File: config.mk
export PLATFORM = sky130hd
export DESIGN_NAME = mio_bus_flat
export DESIGN_NICKNAME = d
export VERILOG_FILES = /design/src/rtl/mio_pkg.sv /design/src/rtl/mio_bus_if.sv /design/src/rtl/mio_wait_cnt.sv /design/src/rtl/mio_bus.sv /design/src/flat_wrapper.sv
export SDC_FILE = /design/constraint.sdc
export NUM_CORES = 1
export LEC_CHECK = 0
export ABC_AREA = 1
export BUFFER_PORTS_ARGS = -buffer_cell sky130_fd_sc_hd__buf_4
export CORE_UTILIZATION = 46
export CTS_BUF_LIST = sky130_fd_sc_hd__clkbuf_4 sky130_fd_sc_hd__clkbuf_8
export DETAILED_ROUTE_END_ITERATION = 7
export PLACE_DENSITY = 0.93
export SYNTH_ARGS = -nofsm -noshare
export SYNTH_HDL_FRONTEND = slang
export SYNTH_HIERARCHICAL = 1
export SYNTH_SLANG_ARGS = --single-unit
export TNS_END_PERCENT = 30
File: constraint.sdc
create_clock -name clk -period 1.8 [get_ports clk]
set_input_delay 0.36 -clock clk [delete_from_list [all_inputs] [get_ports clk]]
set_output_delay 0.36 -clock clk [all_outputs]
set_load 0.005 [all_outputs]
File: src/rtl/mio_pkg.sv
// Shared types and defaults for the memory/IO bus interface.
package mio_pkg;

  typedef enum logic [1:0] {
    S_IDLE = 2'd0,
    S_WAIT = 2'd1,
    S_DONE = 2'd2
  } mioState_t;

  // Error causes are kept distinct so a cause register can be exposed later.
  typedef enum logic [1:0] {
    ERR_NONE  = 2'd0,
    ERR_RDWR  = 2'd1,
    ERR_ALIGN = 2'd2
  } mioErr_t;

  localparam logic [3:0] DEF_RAM_WAIT = 4'd2;
  localparam logic [3:0] DEF_IO_WAIT  = 4'd3;
  localparam logic [3:0] DEF_IO_HI    = 4'hF;

  function automatic logic isIoAddr(input logic [31:0] addr, input logic [3:0] ioHi);
    return addr[31:28] == ioHi;
  endfunction

endpackage

File: src/rtl/mio_bus_if.sv
// Bundles the CPU-side request signals and the RAM/IO device ports of mio_bus.
interface mio_bus_if;

  logic        CPU_MIO;
  logic        MemRead;
  logic        MemWrite;
  logic [31:0] addr;
  logic [31:0] data_in;
  logic        MIO_ready;
  logic [31:0] data_out;
  logic        bus_err;
  logic [9:0]  ram_addr;
  logic        ram_we;
  logic [31:0] ram_din;
  logic [31:0] ram_dout;
  logic [31:0] io_addr;
  logic        io_rd;
  logic        io_we;
  logic [31:0] io_din;
  logic [31:0] io_dout;

  modport slave (
    input  CPU_MIO, MemRead, MemWrite, addr, data_in, ram_dout, io_dout,
    output MIO_ready, data_out, bus_err, ram_addr, ram_we, ram_din,
           io_addr, io_rd, io_we, io_din
  );

  modport master (
    output CPU_MIO, MemRead, MemWrite, addr, data_in, ram_dout, io_dout,
    input  MIO_ready, data_out, bus_err, ram_addr, ram_we, ram_din,
           io_addr, io_rd, io_we, io_din
  );

endinterface

File: src/rtl/mio_wait_cnt.sv
// Loadable 4-bit wait-state down-counter; o_last flags the final wait cycle.
module mio_wait_cnt (
  input  logic       clk,
  input  logic       reset,
  input  logic       i_load,
  input  logic       i_en,
  input  logic [3:0] i_value,
  output logic       o_last
);

  logic [3:0] r_count;

  always_ff @(posedge clk or negedge reset) begin
    if (!reset) begin
      r_count <= '0;
    end else if (i_load) begin
      r_count <= i_value;
    end else if (i_en && (r_count != 4'd0)) begin
      r_count <= r_count - 4'd1;
    end
  end

  assign o_last = (r_count == 4'd1);

endmodule

File: src/rtl/mio_bus.sv
// Memory/IO bus front end: accepts CPU requests, decodes RAM vs IO space,
// inserts per-region wait states and returns MIO_ready with registered read data.
module mio_bus
  import mio_pkg::*;
#(
  parameter logic [3:0] RAM_WAIT = DEF_RAM_WAIT,
  parameter logic [3:0] IO_WAIT  = DEF_IO_WAIT,
  parameter logic [3:0] IO_HI    = DEF_IO_HI
) (
  input logic       clk,
  input logic       reset,
  mio_bus_if.slave  bus
);

  mioState_t   r_state;
  mioState_t   w_next;
  mioErr_t     r_errCause;
  mioErr_t     w_errCause;
  logic [31:0] r_addr;
  logic [31:0] r_data;
  logic [31:0] r_dataOut;
  logic        r_wr;
  logic        r_io;
  logic        w_req;
  logic        w_accept;
  logic        w_cntLoad;
  logic        w_cntEn;
  logic        w_last;
  logic [3:0]  w_waitVal;

  assign w_req     = bus.CPU_MIO & (bus.MemRead | bus.MemWrite);
  assign w_accept  = (r_state == S_IDLE) & w_req;
  assign w_waitVal = isIoAddr(bus.addr, IO_HI) ? IO_WAIT : RAM_WAIT;
  assign w_cntLoad = w_accept & (w_errCause == ERR_NONE);
  assign w_cntEn   = (r_state == S_WAIT);

  always_comb begin
    w_errCause = ERR_NONE;
    if (bus.MemRead && bus.MemWrite) begin
      w_errCause = ERR_RDWR;
    end else if (bus.addr[1:0] != 2'b00) begin
      w_errCause = ERR_ALIGN;
    end
  end

  mio_wait_cnt u_waitCnt (
    .clk     (clk),
    .reset   (reset),
    .i_load  (w_cntLoad),
    .i_en    (w_cntEn),
    .i_value (w_waitVal),
    .o_last  (w_last)
  );

  always_ff @(posedge clk or negedge reset) begin
    if (!reset) begin
      r_state <= S_IDLE;
    end else begin
      r_state <= w_next;
    end
  end

  // Rejected requests still latch so the error cause is visible in DONE.
  always_ff @(posedge clk or negedge reset) begin
    if (!reset) begin
      r_addr     <= '0;
      r_data     <= '0;
      r_wr       <= 1'b0;
      r_io       <= 1'b0;
      r_errCause <= ERR_NONE;
    end else if (w_accept) begin
      r_addr     <= bus.addr;
      r_data     <= bus.data_in;
      r_wr       <= bus.MemWrite;
      r_io       <= isIoAddr(bus.addr, IO_HI);
      r_errCause <= w_errCause;
    end
  end

  always_ff @(posedge clk or negedge reset) begin
    if (!reset) begin
      r_dataOut <= '0;
    end else if ((r_state == S_WAIT) && w_last && !r_wr) begin
      r_dataOut <= r_io ? bus.io_dout : bus.ram_dout;
    end
  end

  always_comb begin
    w_next        = r_state;
    bus.MIO_ready = 1'b0;
    bus.bus_err   = 1'b0;
    bus.ram_we    = 1'b0;
    bus.io_we     = 1'b0;
    bus.io_rd     = 1'b0;
    case (r_state)
      S_IDLE: begin
        bus.MIO_ready = !w_req;
        if (w_req) begin
          w_next = (w_errCause != ERR_NONE) ? S_DONE : S_WAIT;
        end
      end
      S_WAIT: begin
        bus.io_rd = r_io & !r_wr;
        if (w_last) begin
          w_next = S_DONE;
        end
      end
      S_DONE: begin
        bus.MIO_ready = 1'b1;
        bus.bus_err   = (r_errCause != ERR_NONE);
        bus.ram_we    = (r_errCause == ERR_NONE) & r_wr & !r_io;
        bus.io_we     = (r_errCause == ERR_NONE) & r_wr & r_io;
        w_next        = S_IDLE;
      end
      default: w_next = S_IDLE;
    endcase
  end

  assign bus.data_out = r_dataOut;
  assign bus.ram_addr = r_addr[11:2];
  assign bus.ram_din  = r_data;
  assign bus.io_addr  = r_addr;
  assign bus.io_din   = r_data;

endmodule
File: src/flat_wrapper.sv
// flat-port wrapper written by rule: the top's interface ports become plain ports
module mio_bus_flat import mio_pkg::*;
#(
  parameter logic [3:0] RAM_WAIT = DEF_RAM_WAIT,
  parameter logic [3:0] IO_WAIT  = DEF_IO_WAIT,
  parameter logic [3:0] IO_HI    = DEF_IO_HI
)
  (clk, reset, bus_CPU_MIO, bus_MemRead, bus_MemWrite, bus_addr, bus_data_in, bus_ram_dout, bus_io_dout, bus_MIO_ready, bus_data_out, bus_bus_err, bus_ram_addr, bus_ram_we, bus_ram_din, bus_io_addr, bus_io_rd, bus_io_we, bus_io_din);
  mio_bus_if bus_i ();
  input logic clk;
  input logic reset;
  input wire logic [$bits(bus_i.CPU_MIO)-1:0] bus_CPU_MIO;
  input wire logic [$bits(bus_i.MemRead)-1:0] bus_MemRead;
  input wire logic [$bits(bus_i.MemWrite)-1:0] bus_MemWrite;
  input wire logic [$bits(bus_i.addr)-1:0] bus_addr;
  input wire logic [$bits(bus_i.data_in)-1:0] bus_data_in;
  input wire logic [$bits(bus_i.ram_dout)-1:0] bus_ram_dout;
  input wire logic [$bits(bus_i.io_dout)-1:0] bus_io_dout;
  output wire logic [$bits(bus_i.MIO_ready)-1:0] bus_MIO_ready;
  output wire logic [$bits(bus_i.data_out)-1:0] bus_data_out;
  output wire logic [$bits(bus_i.bus_err)-1:0] bus_bus_err;
  output wire logic [$bits(bus_i.ram_addr)-1:0] bus_ram_addr;
  output wire logic [$bits(bus_i.ram_we)-1:0] bus_ram_we;
  output wire logic [$bits(bus_i.ram_din)-1:0] bus_ram_din;
  output wire logic [$bits(bus_i.io_addr)-1:0] bus_io_addr;
  output wire logic [$bits(bus_i.io_rd)-1:0] bus_io_rd;
  output wire logic [$bits(bus_i.io_we)-1:0] bus_io_we;
  output wire logic [$bits(bus_i.io_din)-1:0] bus_io_din;
  assign bus_i.CPU_MIO = bus_CPU_MIO;
  assign bus_i.MemRead = bus_MemRead;
  assign bus_i.MemWrite = bus_MemWrite;
  assign bus_i.addr = bus_addr;
  assign bus_i.data_in = bus_data_in;
  assign bus_i.ram_dout = bus_ram_dout;
  assign bus_i.io_dout = bus_io_dout;
  assign bus_MIO_ready = bus_i.MIO_ready;
  assign bus_data_out = bus_i.data_out;
  assign bus_bus_err = bus_i.bus_err;
  assign bus_ram_addr = bus_i.ram_addr;
  assign bus_ram_we = bus_i.ram_we;
  assign bus_ram_din = bus_i.ram_din;
  assign bus_io_addr = bus_i.io_addr;
  assign bus_io_rd = bus_i.io_rd;
  assign bus_io_we = bus_i.io_we;
  assign bus_io_din = bus_i.io_din;
  mio_bus #(.RAM_WAIT(RAM_WAIT), .IO_WAIT(IO_WAIT), .IO_HI(IO_HI)) u_core (.clk(clk), .reset(reset), .bus(bus_i));
endmodule
==> impl_metrics.py, run 1 <==
metrics = {
    "global_routing": {
        "grt_start_max_net_pins": 107,
        "grt_pass1_vias": 4532,
        "gr-usage-all-layers": 0.248,
        "antenna_found_initial": 0,
        "grt_pass1_wl_um": 22300,
        "overflow": 0,
    },
    "floorplanning": {
        "io_pins": 276,
        "coreArea_um2": 10800,
        "initial_core_util": 0.472,
        "row_count": 38,
        "dieWidth_um": 107,
        "die_h_um": 107,
        "die_area_um2": 11500,
    },
    "cts": {
        "cts_sinks": 106,
        "cts_buffers": 9,
        "clk_latency_ns": 0.36,
        "cts_buffer_depth": 2,
        "cts_setup_buffers": 0,
        "cts_tree": "built",
        "holdBufCountCts": 0,
        "postCtsResizedCells": 0,
        "cts_max_level": 3,
        "cts.clk_slew.worst_paths_ns": 0.10,
        "clockRootBuffer": "clkbuf_8",
    },
    "final_layout": {
        "fillers": 947,
        "fin_area_um2": 7220,
        "finalCoreUtilization": 0.666,
        "diodes": 0,
        "area_growth_pct": 41.2,
        "final_net_count": 1016,
        "drive_gt1_frac": 0.360,
    },
    "yosys": {
        "syn_area_per_cell_um2": 7.75,
        "syn_inst": 660,
        "ys_seq_area_frac": 0.519,
        "yosysWarnings": 6,
        "yosysUniqueCellTypes": 24,
        "syn_area_um2": 5110,
        "ys_ff_latch": 106,
    },
    "sta": {
        "layout_min_cycle_time_ns": 1.77,
        "finalSetupViolCount": 0,
        "timing.fmax_mhz": 566,
        "final_max_slew_viol_count": 0,
        "fin_skew_ns": 0.0138,
        "min_period_over_period": 0.981,
        "whs_ns": 0.0445,
        "rsz0062_at_grt": "true",
        "tightest_slew_ns": 0.553,
        "setup_ws_ns": 0.0337,
        "setup_tns_ns": 0,
        "relSlewSlack": 0.632,
        "finalHoldViolCount": 0,
    },
    "detailed_routing": {
        "wl_um": 14300,
        "first_pass_iters": 7,
        "drtAntennaViolNets": 0,
        "vias": 4931,
        "drcViolationCount": 0,
        "dr.first_iter.drc_count": 384,
        "wl_per_cell_um": 13.9,
        "viasPerCell": 4.81,
    },
    "setup_path": {
        "r2r-start": "u_core/u_waitCnt/r_count[1]",
        "cp_max_fo": 4,
        "slowest_delay_ns": 0.46,
        "cp.required_ns": 1.44,
        "startpoint": "u_core/r_state[0]",
        "worstPathArrival_ns": 1.41,
        "start_kind": "flop",
        "crit_chain": "inv_2, nand2_1, nor3_1, buf_4",
        "cp_slowest_cell": "dfrtp_2",
        "critPathCaptureType": "primary output",
        "criticalPathCategory": "flop to primary output",
    },
    "power": {
        "powerDensity_nw_per_um2": 1540,
        "p_leak_nw": 4.15,
        "ir_drop_v": 0.000745,
    },
    "status": {
        "status": "completed",
    },
    "placed_design": {
        "gp_congestion": 0.842,
        "numPortBuffers": 275,
        "dp_worst_setup_slack_ns": 0.179,
        "place_area_um2": 7000,
        "hpwl_um": 10400,
    },
    "hold_path": {
        "min_path_type": "input pin to asynchronous set/reset pin",
    },
    "run": {
        "max_cap_violations": 0,
    },
}
per-layer routing:
| metal | share of wire | up-vias | wire length (um) | track usage |
|---|---|---|---|---|
| met2 | 0.52 | 187 | 7390 | 0.434 |
| met5 | 0 | - | 0 | 0 |
| li1 | - | 2431 | - | - |
| met3 | 0.060 | 21 | 861 | 0.0412 |
| met4 | 0.016 | 0 | 234 | 0.0851 |
| met1 | 0.41 | 2292 | 5780 | 0.310 |
worst max-delay path, delay by kind of cell (launching register included):
| kind | cells | cell delay, ns |
|---|---|---|
| flops | 1 | 0.46 |
| simple gates | 2 | 0.33 |
| buf+inv | 2 | 0.27 |
final timing paths:
| check | endpoint | depth (start not counted) | slack (ns) |
|---|---|---|---|
| setup / recovery | bus_io_we | 4 | 0.03 |
| hold / removal | u_core/bus.data_out[9] | 2 | 0.04 |
| setup reg to reg | u_core/bus.data_out[25] | 8 | 0.28 |
| hold reg to reg | u_core/bus.data_out[30] | 2 | 0.48 |
| max in group asynchronous | u_core/r_state[0] | 2 | 1.32 |
| min in group clk | u_core/bus.io_addr[25] | 3 | 0.21 |
power breakdown:
part	switching (mW)	internal, mW	total, mW
combinational	2.40	2.77	5.17
clock	0.825	0.677	1.50
sequential	0.885	3.53	4.41
total	4.11	6.97	11.1
through the flow:
step | instances | power, mW
2_1_floorplan | 661 | 6.93
3_3_place_gp | 1010 | 9.40
3_5_place_dp | 1010 | 9.62
4_1_cts | 1026 | 11.2
5_1_grt | 1026 | 11.9
6_report | 1026 | 11.1
flip-flops by register name (all words and copies together) (netlist names):
name                      cells
u_core/bus.data_out          32
u_core/bus.io_addr           32
u_core/bus.io_din            32
u_core/r_errCause             2
u_core/r_io                   1
u_core/r_state                2
u_core/r_wr                   1
u_core/u_waitCnt/r_count      4
synth_stat cells:
library cell	n	area (um2)
nand3_1	73	365
nor3b_1	1	7.51
buf_6	2	22.5
buf_2	17	85.1
dfrtp_1	106	2650
o21ai_1	2	10.0
clkbuf_1	9	33.8
nor2_2	2	12.5
nor2_4	2	22.5
xor2_1	1	8.76
nand2_1	353	1330
inv_2	4	15.0
nand2_2	2	12.5
nand3_2	3	30.0
buf_1	3	11.3
conb_1	2	7.51
o21ai_0	2	10.0
nand3b_1	1	7.51
inv_1	12	45.0
nor2_1	12	45.0
buf_4	45	338
a21oi_1	1	5.00
ha_1	2	25.0
nor3_1	3	15.0
final cells by class:
class	instances	area, um2	area share
flip-flops and latches	106	2650	0.368
repair buffers	285	2190	0.303
multi-input cells	463	1930	0.268
well taps	140	175	0.0243
clock buffers	10	131	0.0182
clock inverters	6	75.1	0.0104
inverters	16	60.1	0.00832
cells in the final DEF, fill, tap and decap left out:
master,Yosys,layout
xor2_1,1,1
clkbuf_4,0,1
nand2_1,353,353
clkinv_4,0,3
o21ai_1,2,2
ha_1,2,2
nor3b_2,0,1
nand3b_1,1,1
bufinv_16,0,1
inv_1,12,12
inv_8,0,1
nor2_1,12,10
buf_4,45,281
clkinvlp_4,0,1
nand2_2,2,2
nor2_4,2,3
a21oi_1,1,1
nor3_1,3,2
o21ai_0,2,2
conb_1,2,3
nand3_2,3,3
nand3_1,73,73
buf_12,0,4
nor2_2,2,3
nor3_2,0,1
dfrtp_2,0,1
inv_2,4,4
clkbuf_8,0,9
dfrtp_1,106,105
cells by family (layout without fill, tap and decap cells):
kind of cell               Yosys count  count (layout)  synth area share
xor gates and xnor gates             1               1           0.00171
adders and majority gates            2               2           0.00489
DFF                                106             106             0.519
and+or+nand+nor                    452             452             0.360
other                                2               3           0.00147
AOI/OAI and AO/OA                    5               5           0.00489
buffers and inverters               92             317             0.108
Power figures use the tool's default switching activity.
==> run 2: changes to the inputs <==
--- a/config.mk
+++ b/config.mk
@@ -6,11 +6,12 @@
 export NUM_CORES = 1
 export LEC_CHECK = 0
 export ABC_AREA = 1
-export BUFFER_PORTS_ARGS = -buffer_cell sky130_fd_sc_hd__buf_4
-export CORE_UTILIZATION = 46
+export CORE_AREA = 2 2 106 108
 export CTS_BUF_LIST = sky130_fd_sc_hd__clkbuf_4 sky130_fd_sc_hd__clkbuf_8
 export DETAILED_ROUTE_END_ITERATION = 7
-export PLACE_DENSITY = 0.93
+export DIE_AREA = 0 0 108 110
+export DONT_BUFFER_PORTS = 1
+export PLACE_DENSITY = 0.74
 export SYNTH_ARGS = -nofsm -noshare
 export SYNTH_HDL_FRONTEND = slang
 export SYNTH_HIERARCHICAL = 1
==> run 2 against run 1 <==
Compared with the run above: the flow now finishes with violations (hold timing); clock power down 8%; critical path depth unchanged; non-clock buffer count shrank 272; fmax increased by 2.7%; via count shrank 21%; worst hold slack lost 0.36 ns; die area grew 3.0%; routed wire length down 13%; first-iteration DRC count down 17%; sequential power up 8.4%; combinational power down 56%; sequential cell count stayed put; critical path type unchanged; largest cell class unchanged; highest routed layer unchanged.
==> impl_metrics.py, run 2 (synthesis results as in run 1) <==
metrics = {
    "final_layout": {
        "fillers": 1047,
        "area_growth_pct": 0.440,
        "final_cells": 754,
        "layout_commonest_cell": "nand2_1",
        "final_cell_mix": "nand2_1 (352), dfrtp_1 (104), nand3_1 (73), buf_4 (12), inv_1 (12)",
        "final_net_count": 744,
        "diodes": 0,
        "drive_gt1_frac": 0.0814,
    },
    "sta": {
        "timing.fmax_mhz": 582,
        "layout_min_cycle_time_ns": 1.72,
        "min_period_over_period": 0.955,
        "relSlewSlack": 0.361,
        "rsz0062_at_grt": "false",
        "setup_ws_ns": 0.0809,
        "final_max_slew_viol_count": 0,
        "finalSetupViolCount": 0,
        "whs_ns": -0.316,
        "setup_tns_ns": 0,
        "finalHoldViolCount": 106,
        "tightest_slew_ns": 0.957,
        "fin_skew_ns": 0.00706,
    },
    "setup_path": {
        "start_kind": "flop",
        "criticalPathCategory": "flop to primary output",
        "reg2regPathDepth": 8,
        "cp.required_ns": 1.44,
        "cp_max_fo": 4,
        "critPathCaptureType": "primary output",
        "endpoint": "bus_io_we",
        "startpoint": "u_core/r_state[0]",
        "r2r-start": "u_core/u_waitCnt/r_count[1]",
        "r2r_slack_ns": 0.25,
        "r2r_end": "u_core/bus.data_out[28]",
        "worstPathArrival_ns": 1.36,
    },
    "global_routing": {
        "grt_pass1_vias": 3741,
        "overflow": 0,
        "gr-usage-all-layers": 0.200,
        "grt_start_max_net_pins": 107,
        "antenna_found_initial": 0,
        "grt_pass1_wl_um": 18500,
    },
    "placed_design": {
        "hpwl_um": 8900,
        "gp_congestion": 0.769,
        "post-place-cells": 737,
        "dp_worst_setup_slack_ns": 0.0201,
        "numPortBuffers": 0,
    },
    "floorplanning": {
        "initial_core_util": 0.478,
        "die_h_um": 110,
        "die_area_um2": 11900,
        "row_count": 38,
        "dieWidth_um": 108,
        "io_pins": 276,
        "coreArea_um2": 10700,
    },
    "power": {
        "finalPower_mw": 8.44,
        "powerDensity_nw_per_um2": 1640,
        "ir_drop_v": 0.000709,
        "swShare": 0.416,
        "combPwrFrac": 0.270,
        "switchingPower_mw": 3.51,
        "p_clk_frac": 0.163,
        "p_leak_nw": 2.81,
        "pwr-share-seq": 0.566,
        "p_int_mw": 4.93,
    },
    "hold_path": {
        "min_path_type": "input pin to asynchronous set/reset pin",
    },
    "cts": {
        "clockRootBuffer": "clkbuf_8",
        "cts_sinks": 106,
        "cts.clk_slew.worst_paths_ns": 0.10,
        "cts_max_level": 3,
        "cts_buffers": 9,
        "cts_tree": "built",
        "clk_latency_ns": 0.36,
        "cts_buffer_depth": 2,
    },
    "run": {
        "max_cap_violations": 0,
    },
    "detailed_routing": {
        "first_pass_iters": 5,
        "drtAntennaViolNets": 0,
        "dr.first_iter.drc_count": 319,
        "drcViolationCount": 0,
        "viasPerCell": 5.19,
        "wl_per_cell_um": 16.4,
        "wl_um": 12400,
        "vias": 3914,
    },
    "status": {
        "status": "finished, violations left",
        "violations": "hold timing",
    },
}
[run 2: cell count changes in the layout (fill, tap and decap cells not counted), moves of 2 or more]
cell	change
clkbuf_8	+2
buf_12	-3
nor3_1	-2
clkinv_4	-2
buf_4	-269
clkinv_2	+2
[run 2: cell type report]
cell class                      count  area, um2  share of cell area
Multi-Input combinational cell    463       1950               0.380
Clock buffer                       12        159              0.0309
Tap cell                          140        175              0.0341
Inverter                           16       60.1              0.0117
Timing Repair Buffer               13        110              0.0214
Clock inverter                      4       26.3             0.00512
Sequential cell                   106       2660               0.517
[run 2: worst min path at each step]
| stage | startpoint | to | slack [ns] | depth (start not counted) |
|---|---|---|---|---|
| 6_report | reset | u_core/bus.data_out[24] | -0.32 | 0 |
| 3_5_place_dp | reset | u_core/bus.data_out[24] | 0.07 | 0 |
| 4_1_cts | reset | u_core/bus.data_out[13] | -0.35 | 0 |
| 5_1_grt | reset | u_core/bus.io_din[8] | -0.36 | 0 |
| 3_3_place_gp | reset | u_core/bus.data_out[13] | 0.07 | 0 |
| 2_1_floorplan | reset | u_core/bus.data_out[0] | 0.06 | 0 |
[run 2: stage by stage]
step                instance area (um2)   util
floorplan                          5120      -
global placement                   4910  0.459
detailed placement                 4910  0.459
CTS                                5100  0.477
global route                       5130  0.480
finish                             5130  0.480
[run 2: what timing repair did]
item,CTS,global route
buffers inserted,0,1
gates resized for setup,1,7
pin swaps,0,1
setup endpoints to repair,1,33
hold endpoints to repair,106,106
[run 2: per-layer routing]
metal  wire, um  GRT usage  part of all wire
met1       4960      0.235              0.40
met2       6360      0.346              0.51
met3        931     0.0606             0.075
met4        157     0.0742             0.013
met5          0          0                 0
[run 2: power by group through the flow]
| stage | Sequential, mW | Clock [mW] | Combinational, mW |
|---|---|---|---|
| detailed placement | 4.83 | 0 | 2.26 |
| CTS | 4.80 | 1.44 | 2.26 |
| floorplan | 4.36 | 0 | 2.56 |
| global placement | 4.80 | 0 | 2.10 |
| finish | 4.78 | 1.38 | 2.28 |
| global route | 4.97 | 1.55 | 2.67 |
[run 2: worst max-delay path, cell delays in order (launching register included)]
cell,delay (ns)
dfrtp_2,0.44
inv_2,0.11
nand2_2,0.10
nor3_4,0.21
buf_4,0.14
==> run 3: changes to the inputs <==
--- a/config.mk
+++ b/config.mk
@@ -11,6 +11,7 @@
 export DETAILED_ROUTE_END_ITERATION = 7
 export DIE_AREA = 0 0 108 110
 export DONT_BUFFER_PORTS = 1
+export MAX_ROUTING_LAYER = met4
 export PLACE_DENSITY = 0.74
 export SYNTH_ARGS = -nofsm -noshare
 export SYNTH_HDL_FRONTEND = slang
==> run 3 against run 2 <==
Compared with the run above: sequential cell count stayed put; routed wire length fell by 0.40%; via count is essentially flat; the flow still finishes with violations (hold timing); die area stayed put; power down 0.19%; highest routed layer unchanged; critical endpoint unchanged; cell count stayed put; final area unchanged; critical path type unchanged; sequential share of layout area is the same.
==> impl_metrics.py, run 3 (synthesis results as in run 1) <==
metrics = {
    "setup_path": {
        "cp_slowest_cell": "dfrtp_2",
        "criticalPathCategory": "flop to primary output",
        "cp.required_ns": 1.44,
        "crit_chain": "inv_2, nand2_2, nor3_4, buf_4",
        "slowest_delay_ns": 0.44,
        "critPathCaptureType": "primary output",
        "cp_max_fo": 4,
        "start_kind": "flop",
        "worstPathArrival_ns": 1.36,
    },
    "detailed_routing": {
        "drtAntennaViolNets": 0,
        "drcViolationCount": 0,
        "wl_met2_um": 6360,
        "wirelength_met1_um": 4880,
        "vias": 3912,
        "wl_met3_um": 982,
        "wl_um": 12400,
        "wl_per_cell_um": 16.4,
        "routed.top_layer": "met4",
        "viasPerCell": 5.19,
        "first_pass_iters": 4,
        "dr.first_iter.drc_count": 280,
    },
    "cts": {
        "clk_latency_ns": 0.35,
        "clockRootBuffer": "clkbuf_8",
        "cts_tree": "built",
        "cts_sinks": 106,
        "cts_buffer_depth": 2,
        "cts.clk_slew.worst_paths_ns": 0.10,
        "cts_buffers": 9,
        "cts_max_level": 3,
    },
    "sta": {
        "layout_min_cycle_time_ns": 1.72,
        "relSlewSlack": 0.365,
        "fin_skew_ns": 0.00706,
        "timing.fmax_mhz": 583,
        "min_period_over_period": 0.954,
        "final_max_slew_viol_count": 0,
        "finalSetupViolCount": 0,
        "setup_ws_ns": 0.0834,
        "setup_tns_ns": 0,
        "tightest_slew_ns": 0.950,
        "whs_ns": -0.316,
        "finalHoldViolCount": 106,
    },
    "global_routing": {
        "grt_pass1_vias": 3751,
        "grt_start_max_net_pins": 107,
        "antenna_found_initial": 0,
        "gr-usage-all-layers": 0.206,
        "grt_pass1_wl_um": 18500,
        "overflow": 0,
    },
    "placed_design": {
        "numPortBuffers": 0,
        "dp_worst_setup_slack_ns": 0.0201,
        "post-place-cells": 737,
        "hpwl_um": 8900,
        "gp_congestion": 0.779,
    },
    "final_layout": {
        "area_growth_pct": 0.440,
        "final_net_count": 744,
        "layout_commonest_cell": "nand2_1",
        "drive_gt1_frac": 0.0814,
        "diodes": 0,
        "final_cells": 754,
        "final_cell_mix": "nand2_1 (352), dfrtp_1 (104), nand3_1 (73), buf_4 (12), inv_1 (12)",
    },
    "floorplanning": {
        "row_count": 38,
        "die_h_um": 110,
        "initial_core_util": 0.478,
        "coreArea_um2": 10700,
        "dieWidth_um": 108,
        "io_pins": 276,
        "die_area_um2": 11900,
    },
    "power": {
        "powerDensity_nw_per_um2": 1640,
        "ir_drop_v": 0.000697,
        "finalPower_mw": 8.43,
        "p_leak_nw": 2.81,
    },
    "status": {
        "violations": "hold timing",
        "status": "finished, violations left",
    },
    "run": {
        "max_cap_violations": 0,
    },
    "hold_path": {
        "min_path_type": "input pin to asynchronous set/reset pin",
    },
}
run 3: cell counts in the layout (fill, tap and decap cells not counted):
No cell type changed its count.
run 3: path summary, 6_finish.rpt:
check | start | end | slack [ns] | cells after the start
worst max-delay path | u_core/r_state[0] | bus_io_we | 0.08 | 4
worst min-delay path | reset | u_core/bus.data_out[13] | -0.32 | 0
worst max register to register | u_core/u_waitCnt/r_count[1] | u_core/bus.data_out[28] | 0.25 | 8
worst min register to register | u_core/r_errCause[0] | u_core/r_errCause[0] | 0.51 | 2
max in group asynchronous | reset | u_core/bus.io_addr[0] | 1.96 | 0
min in group clk | bus_addr[30] | u_core/bus.io_addr[30] | 0.13 | 2
run 3: timing repair:
item,in CTS,in global routing
pin swaps,0,1
gates resized for setup,1,7
setup buffers,0,1
endpoints found under the setup margin,1,33
endpoints found under the hold margin,106,106
run 3: layer usage:
layer | global-route usage | vias up
met5 | - | -
met1 | 0.236 | 1839
met2 | 0.347 | 177
met3 | 0.0564 | 13
li1 | - | 1883
met4 | 0.0760 | 0
run 3: cell type report:
| class | instances | area [um2] |
|---|---|---|
| Fill cell | 1047 | 5560 |
| Sequential cell | 106 | 2660 |
| Multi-Input combinational cell | 463 | 1950 |
| Tap cell | 140 | 175 |
| Clock buffer | 12 | 159 |
| Timing Repair Buffer | 13 | 110 |
| Inverter | 16 | 60.1 |
| Clock inverter | 4 | 26.3 |
run 3: through the flow:
step                 util  hold WS [ns]  area (um2)
floorplan               -        0.0644        5120
global placement    0.459        0.0664        4910
detailed placement  0.459        0.0663        4910
CTS                 0.477        -0.347        5100
global route        0.480        -0.360        5130
finish              0.480        -0.316        5130
run 3: worst max-delay path: cells and delay by family, from the launching register on:
family	cells	cell delay [ns]
buffers and inverters	2	0.25
DFF	1	0.44
and+or+nand+nor	2	0.31
run 3: power by group:
group / switching, mW / leakage [nW] / internal [mW]
Combinational: 1.47 / 1.42 / 0.807
Sequential: 1.25 / 1.29 / 3.53
Clock: 0.782 / 0.0958 / 0.594
Total: 3.50 / 2.81 / 4.93
